File: src/rtl/multicycle_control_unit.sv
// Multi-cycle LEGv8 control sequencer: FETCH/DECODE/EXEC/MEM/WB with memory handshake and timeout.
// Optional CBNZ decode and branch_nz output are enabled by defining CU_CBNZ_EN.
module multicycle_control_unit #(
  parameter int unsigned OPCODE_W    = 11,
  parameter int unsigned ALUOP_W     = 2,
  parameter int unsigned MEM_TIMEOUT = 15
) (
  input  logic                clk,
  input  logic                rst_n,
  input  logic [OPCODE_W-1:0] instr_in,
  input  logic                instr_valid,
  input  logic                mem_ready,
  output logic                pc_write,
  output logic                ir_write,
  output logic                reg2Loc,
  output logic                ALUsrc,
  output logic                memtoReg,
  output logic                regWrite,
  output logic                memRead,
  output logic                memWrite,
  output logic                branch,
  output logic                uncond_branch,
  output logic [ALUOP_W-1:0]  ALUop,
  output logic                illegal_op,
  output logic                mem_err,
`ifdef CU_CBNZ_EN
  output logic                branch_nz,
`endif
  output logic [2:0]          state
);

  localparam int unsigned CNT_W = 8;

  typedef enum logic [2:0] {
    FETCH  = 3'd0,
    DECODE = 3'd1,
    EXEC   = 3'd2,
    MEM    = 3'd3,
    WB     = 3'd4
  } state_t;

  typedef enum logic [2:0] {
    CL_ILL, CL_LDUR, CL_STUR, CL_RTYPE, CL_ITYPE, CL_CBZ, CL_CBNZ, CL_B
  } class_t;

  state_t              state_q, state_d;
  logic [OPCODE_W-1:0] opcode_q;
  logic [CNT_W-1:0]    cnt_q;
  class_t              op_class;
  logic                mem_timeout;

  // Instruction class decoded from the latched opcode
  always_comb begin
    op_class = CL_ILL;
    casez (opcode_q)
      11'b11111000010: op_class = CL_LDUR;
      11'b11111000000: op_class = CL_STUR;
      11'b10001011000,
      11'b11001011000,
      11'b10001010000,
      11'b10101010000: op_class = CL_RTYPE;
      11'b1001000100?,
      11'b1101000100?: op_class = CL_ITYPE;
      11'b10110100???: op_class = CL_CBZ;
`ifdef CU_CBNZ_EN
      11'b10110101???: op_class = CL_CBNZ;
`endif
      11'b000101?????: op_class = CL_B;
      default:         op_class = CL_ILL;
    endcase
  end

  // Timeout fires on the MEM_TIMEOUT-th cycle without mem_ready; mem_ready takes priority
  assign mem_timeout = (cnt_q == CNT_W'(MEM_TIMEOUT - 1)) && !mem_ready;

  always_ff @(posedge clk or negedge rst_n) begin
    if (!rst_n) state_q <= FETCH;
    else        state_q <= state_d;
  end

  always_ff @(posedge clk or negedge rst_n) begin
    if (!rst_n) begin
      opcode_q <= '0;
      cnt_q    <= '0;
    end else begin
      if (state_q == FETCH && instr_valid) opcode_q <= instr_in;
      cnt_q <= (state_q == MEM && !mem_ready) ? cnt_q + CNT_W'(1) : '0;
    end
  end

  always_comb begin
    state_d       = state_q;
    pc_write      = 1'b0;
    reg2Loc       = 1'b0;
    ALUsrc        = 1'b0;
    memtoReg      = 1'b0;
    regWrite      = 1'b0;
    memRead       = 1'b0;
    memWrite      = 1'b0;
    branch        = 1'b0;
    uncond_branch = 1'b0;
    ALUop         = '0;
    illegal_op    = 1'b0;
    mem_err       = 1'b0;

    case (state_q)
      FETCH: if (instr_valid) state_d = DECODE;
      DECODE: begin
        if (op_class == CL_ILL) begin
          illegal_op = 1'b1;
          pc_write   = 1'b1;
          state_d    = FETCH;
        end else begin
          state_d = EXEC;
        end
      end
      EXEC: begin
        case (op_class)
          CL_RTYPE, CL_ITYPE: state_d = WB;
          CL_LDUR, CL_STUR:   state_d = MEM;
          CL_CBZ, CL_CBNZ: begin
            branch   = 1'b1;
            pc_write = 1'b1;
            state_d  = FETCH;
          end
          CL_B: begin
            uncond_branch = 1'b1;
            pc_write      = 1'b1;
            state_d       = FETCH;
          end
          default: state_d = FETCH;
        endcase
      end
      MEM: begin
        memRead  = (op_class == CL_LDUR);
        memWrite = (op_class == CL_STUR);
        if (mem_ready) begin
          if (op_class == CL_LDUR) begin
            state_d = WB;
          end else begin
            pc_write = 1'b1;
            state_d  = FETCH;
          end
        end else if (mem_timeout) begin
          mem_err  = 1'b1;
          pc_write = 1'b1;
          state_d  = FETCH;
        end
      end
      WB: begin
        regWrite = 1'b1;
        memtoReg = (op_class == CL_LDUR);
        pc_write = 1'b1;
        state_d  = FETCH;
      end
      default: state_d = FETCH;
    endcase

    // Per-class datapath selects held through EXEC/MEM/WB
    if (state_q == EXEC || state_q == MEM || state_q == WB) begin
      case (op_class)
        CL_LDUR, CL_STUR: begin
          reg2Loc = 1'b1;
          ALUsrc  = 1'b1;
          ALUop   = ALUOP_W'(2'b00);
        end
        CL_RTYPE: ALUop = ALUOP_W'(2'b10);
        CL_ITYPE: begin
          ALUsrc = 1'b1;
          ALUop  = ALUOP_W'(2'b11);
        end
        CL_CBZ, CL_CBNZ: begin
          reg2Loc = 1'b1;
          ALUop   = ALUOP_W'(2'b01);
        end
        CL_B:    ALUop = ALUOP_W'(2'b01);
        default: ALUop = '0;
      endcase
    end
  end

`ifdef CU_CBNZ_EN
  assign branch_nz = (state_q == EXEC) && (op_class == CL_CBNZ);
`endif

  assign ir_write = (state_q == FETCH) && instr_valid && rst_n;
  assign state    = state_q;

endmodule

File: config.mk
export PLATFORM = sky130hd
export DESIGN_NAME = multicycle_control_unit
export DESIGN_NICKNAME = d
export VERILOG_FILES = /design/src/rtl/multicycle_control_unit.sv
export SDC_FILE = /design/constraint.sdc
export NUM_CORES = 1
export LEC_CHECK = 0
export CAP_MARGIN = 40
export CORE_MARGIN = 1.5
export CORE_UTILIZATION = 42
export CTS_CLUSTER_SIZE = 28
export DETAILED_ROUTE_END_ITERATION = 8
export GPL_ROUTABILITY_DRIVEN = 1
export GPL_TIMING_DRIVEN = 0
export PLACE_DENSITY = 0.68
export SLEW_MARGIN = 20
export SYNTH_ARGS = -nofsm -noshare
export SYNTH_HDL_FRONTEND = slang
export SYNTH_SLANG_ARGS = --single-unit
File: constraint.sdc
create_clock -name clk -period 2.39 [get_ports clk]
set_input_delay 0.239 -clock clk [delete_from_list [all_inputs] [get_ports clk]]
set_output_delay 0.239 -clock clk [all_outputs]
set_load 0.005 [all_outputs]
==> results by group <==
Outcome
  • Outcome: finished with violations
  • Failing checks: DRC

Layout
  • Commonest non-fill, non-tap cell in the layout: buf_4
  • N_diodes: 0
  • Area grow syn2layout: 54.3%
  • Layout Nets: about 200
  • Commonest cells after routing, fill and taps aside: 25 x buf_4, 22 x clkdlybuf4s50_1, 18 x nor2_1
  • Final core utilization: between 60% and 70%
  • Share of cells above drive strength 1: around two fifths

Worst setup path
  • WS Path Type: flop to output port
  • Max FO, Critical Path: 3
  • Cells along the critical path: nor4b_4 > nand4_1 > buf_4 > a21oi_1 > clkdlybuf4s50_1
  • Worst Setup Start Kind: flop
  • Crit-path max cell delay: roughly 520 ps
  • Crit path DAT: around 2100 ps
  • Slowest stage cell, crit path: clkdlybuf4s50_1
  • Critical path buffer and inverter count: 2
  • Crit end category: output port
  • CP required: about 2200 ps
  • CP delay by family, top: buffers and inverters

Clocking
  • Clock root cell: clkbuf_4
  • Clock H-tree levels: 1
  • Hold-fix buffers at CTS: 0
  • CTS sink count: 22
  • CTS tree: yes
  • CTS clk-pin slew, worst paths: about 120 ps
  • Clock Path Buffers: 2
  • Skew-Pair Late Insertion Delay: roughly 310 ps
  • TritonCTS buffer count: 3

Floorplan
  • IO Pins: 32
  • Core Region: approximately 2800 µm²
  • Initial Util: between 40% and 50%
  • Row Count: 19
  • Die Span Y: a little under 60 µm
  • Die area: between 3000 and 4000 µm²
  • Die width: 57.7 µm

Timing
  • Relative slew slack: approximately three fifths
  • Worst-Margin Slew: approximately 610 ps
  • Worst setup margin: 29.4 ps
  • Crit path time final: roughly 2400 ps
  • Clock skew: between 3 and 4 ps
  • Setup TNS: 0 ps
  • Slew Limit Fails: 0
  • Hold Fails Final Rpt: 0
  • Setup violators final: 0
  • Peak Freq: 424 MHz
  • Period utilization: around 100%

Detailed routing
  • DR WL/cell: about 16 µm
  • DRC: 4
  • Iter 0 DRT Violations: between 40 and 50
  • Final WL: roughly 3.3 mm
  • Remaining antenna violation count after routing: 0
  • First-pass iteration count of the detailed router: 6
  • Routed vias: between 1,000 and 1,500
  • DR vias/cell: 5.60

Worst hold path
  • HP Class: primary input to asynchronous set/reset pin

Global route
  • Vias in the first global route: between 1,000 and 1,500
  • Largest net degree at the start of global routing: 13
  • GR Overflow Total: 0
  • Antenna violations before repair: 0
  • Gr usage total: roughly a fifth
  • Global-route wire length before repair: roughly 4.8 mm

Synth
  • Area leader, netlist: dfrtp_1
  • Post-synth top area share: 43.8%
  • Syn_area_per_cell: 10.4 µm²
  • Post-synthesis sequential area ratio: 43.8%
  • Most area-consuming cells after synthesis: dfrtp_1 44%, mux2_2 9.9%, nor2_1 5.4%
  • Mapped Cells: between 100 and 150
  • Main synth FF type: dfrtp_1
  • Mapped Nets: 138
  • Post-synth EDFFs: 0
  • YS warnings: 0
  • Cell area after synthesis: around 1300 µm²
  • Yosys reg bits: 22
  • Distinct cell type count of the synthesized netlist: 39
  • Async set or reset register ratio after synthesis: 100%

Placement
  • DP Wirelength: ~2.1 mm
  • Place WS: ~60 ps
  • Gpl congestion: roughly 0.84
  • Input/output buffers: 31

Run
  • Max Cap Viol: 0

Power
  • PD cells: 454 nW/µm²
  • Leakage: 0.000931 µW
  • Pwr Total: 882 µW
  • VDD IR max: between 0.0003 and 0.0004 V
[state kept, by name (all words and copies together), names as in the netlist]
register,cells
state,3
cnt_q,8
opcode_q,11
[cell usage after synthesis, types with 2 or more instances]
master,number
xnor2_1,2
o21ai_0,3
nand4_1,4
o21ai_1,2
buf_2,3
and2_1,2
and3_1,6
nor3_1,3
xor2_1,4
nor2_1,18
a21oi_1,3
dfrtp_1,22
ha_1,2
nand3_1,4
inv_1,5
nand2_1,2
mux2_2,11
nor4b_2,2
nor2b_1,3
[final cells by class]
class,count,area (µm²)
timing repair buffer,56,517
fill,222,865
clock buffer,4,36.3
multi-input combinational,90,742
tap,31,38.8
buffer,3,30.0
sequential,22,558
inverter,5,18.8
[metrics by stage]
| step | std cells | hold WS, ps | cell area, µm² |
|---|---|---|---|
| floorplan | 121 | -56.6 | 1260 |
| global placement | 183 | 466 | 1610 |
| detailed placement | 184 | 474 | 1620 |
| CTS | 194 | 300 | 1750 |
| global route | 211 | 307 | 1940 |
| finish | 211 | 292 | 1940 |
[metal layers]
layer  GRT usage (%)  wire [µm]  share of wire [%]  vias to the layer above
li1                -          -                  -                      551
met1            26.3       1510                 45                      579
met2            29.4       1540                 46                       42
met3            2.90        186                5.6                       10
met4            7.97         88                2.6                        0
met5               0          0                  0                        -
[worst paths after layout]
kind / endpoint / start / cells past startpoint / slack, ps
max: ALUop[0] / opcode_q[2]$_DFFE_PN0P_ / 5 / 30
min: opcode_q[3]$_DFFE_PN0P_ / rst_n / 1 / 290
max reg2reg: state[1]$_DFFE_PN0P_ / opcode_q[5]$_DFFE_PN0P_ / 7 / 470
min reg2reg: cnt_q[0]$_DFF_PN0_ / cnt_q[0]$_DFF_PN0_ / 1 / 490
max in group asynchronous: opcode_q[1]$_DFFE_PN0P_ / rst_n / 2 / 1600
min in group clk: cnt_q[0]$_DFF_PN0_ / cnt_q[0]$_DFF_PN0_ / 1 / 490
[cells by family (layout without fill, tap and decap cells)]
family / count (synthesis) / in the layout / synth area share, %
simple gates: 55 / 55 / 28.4
flops: 22 / 22 / 43.8
compound gates: 15 / 15 / 7.76
mux: 12 / 12 / 10.6
buf+inv: 9 / 68 / 3.28
xor+xnor: 6 / 6 / 4.18
fa+ha+maj: 2 / 2 / 1.99
[repair_timing]
action                     4_1_cts  5_1_grt
resized for setup               15       24
pin swaps                        6       16
setup endpoints to repair        5       12
buffers inserted                 7       17
[worst register-to-register path, cell delays in order (launching register included)]
cell     delay, ps
dfrtp_2        480
nor4b_4        350
nand4_2        160
buf_4          170
and2_4         130
buf_4          120
a211o_1        300
a21oi_2        140
[where the power goes]
group | switching, µW | total, µW | internal, µW
registers | 45.4 | 455 | 410
clock network | 115 | 208 | 93.1
logic | 84.5 | 219 | 134
total | 245 | 882 | 637
(Power assumes the default switching activity.)
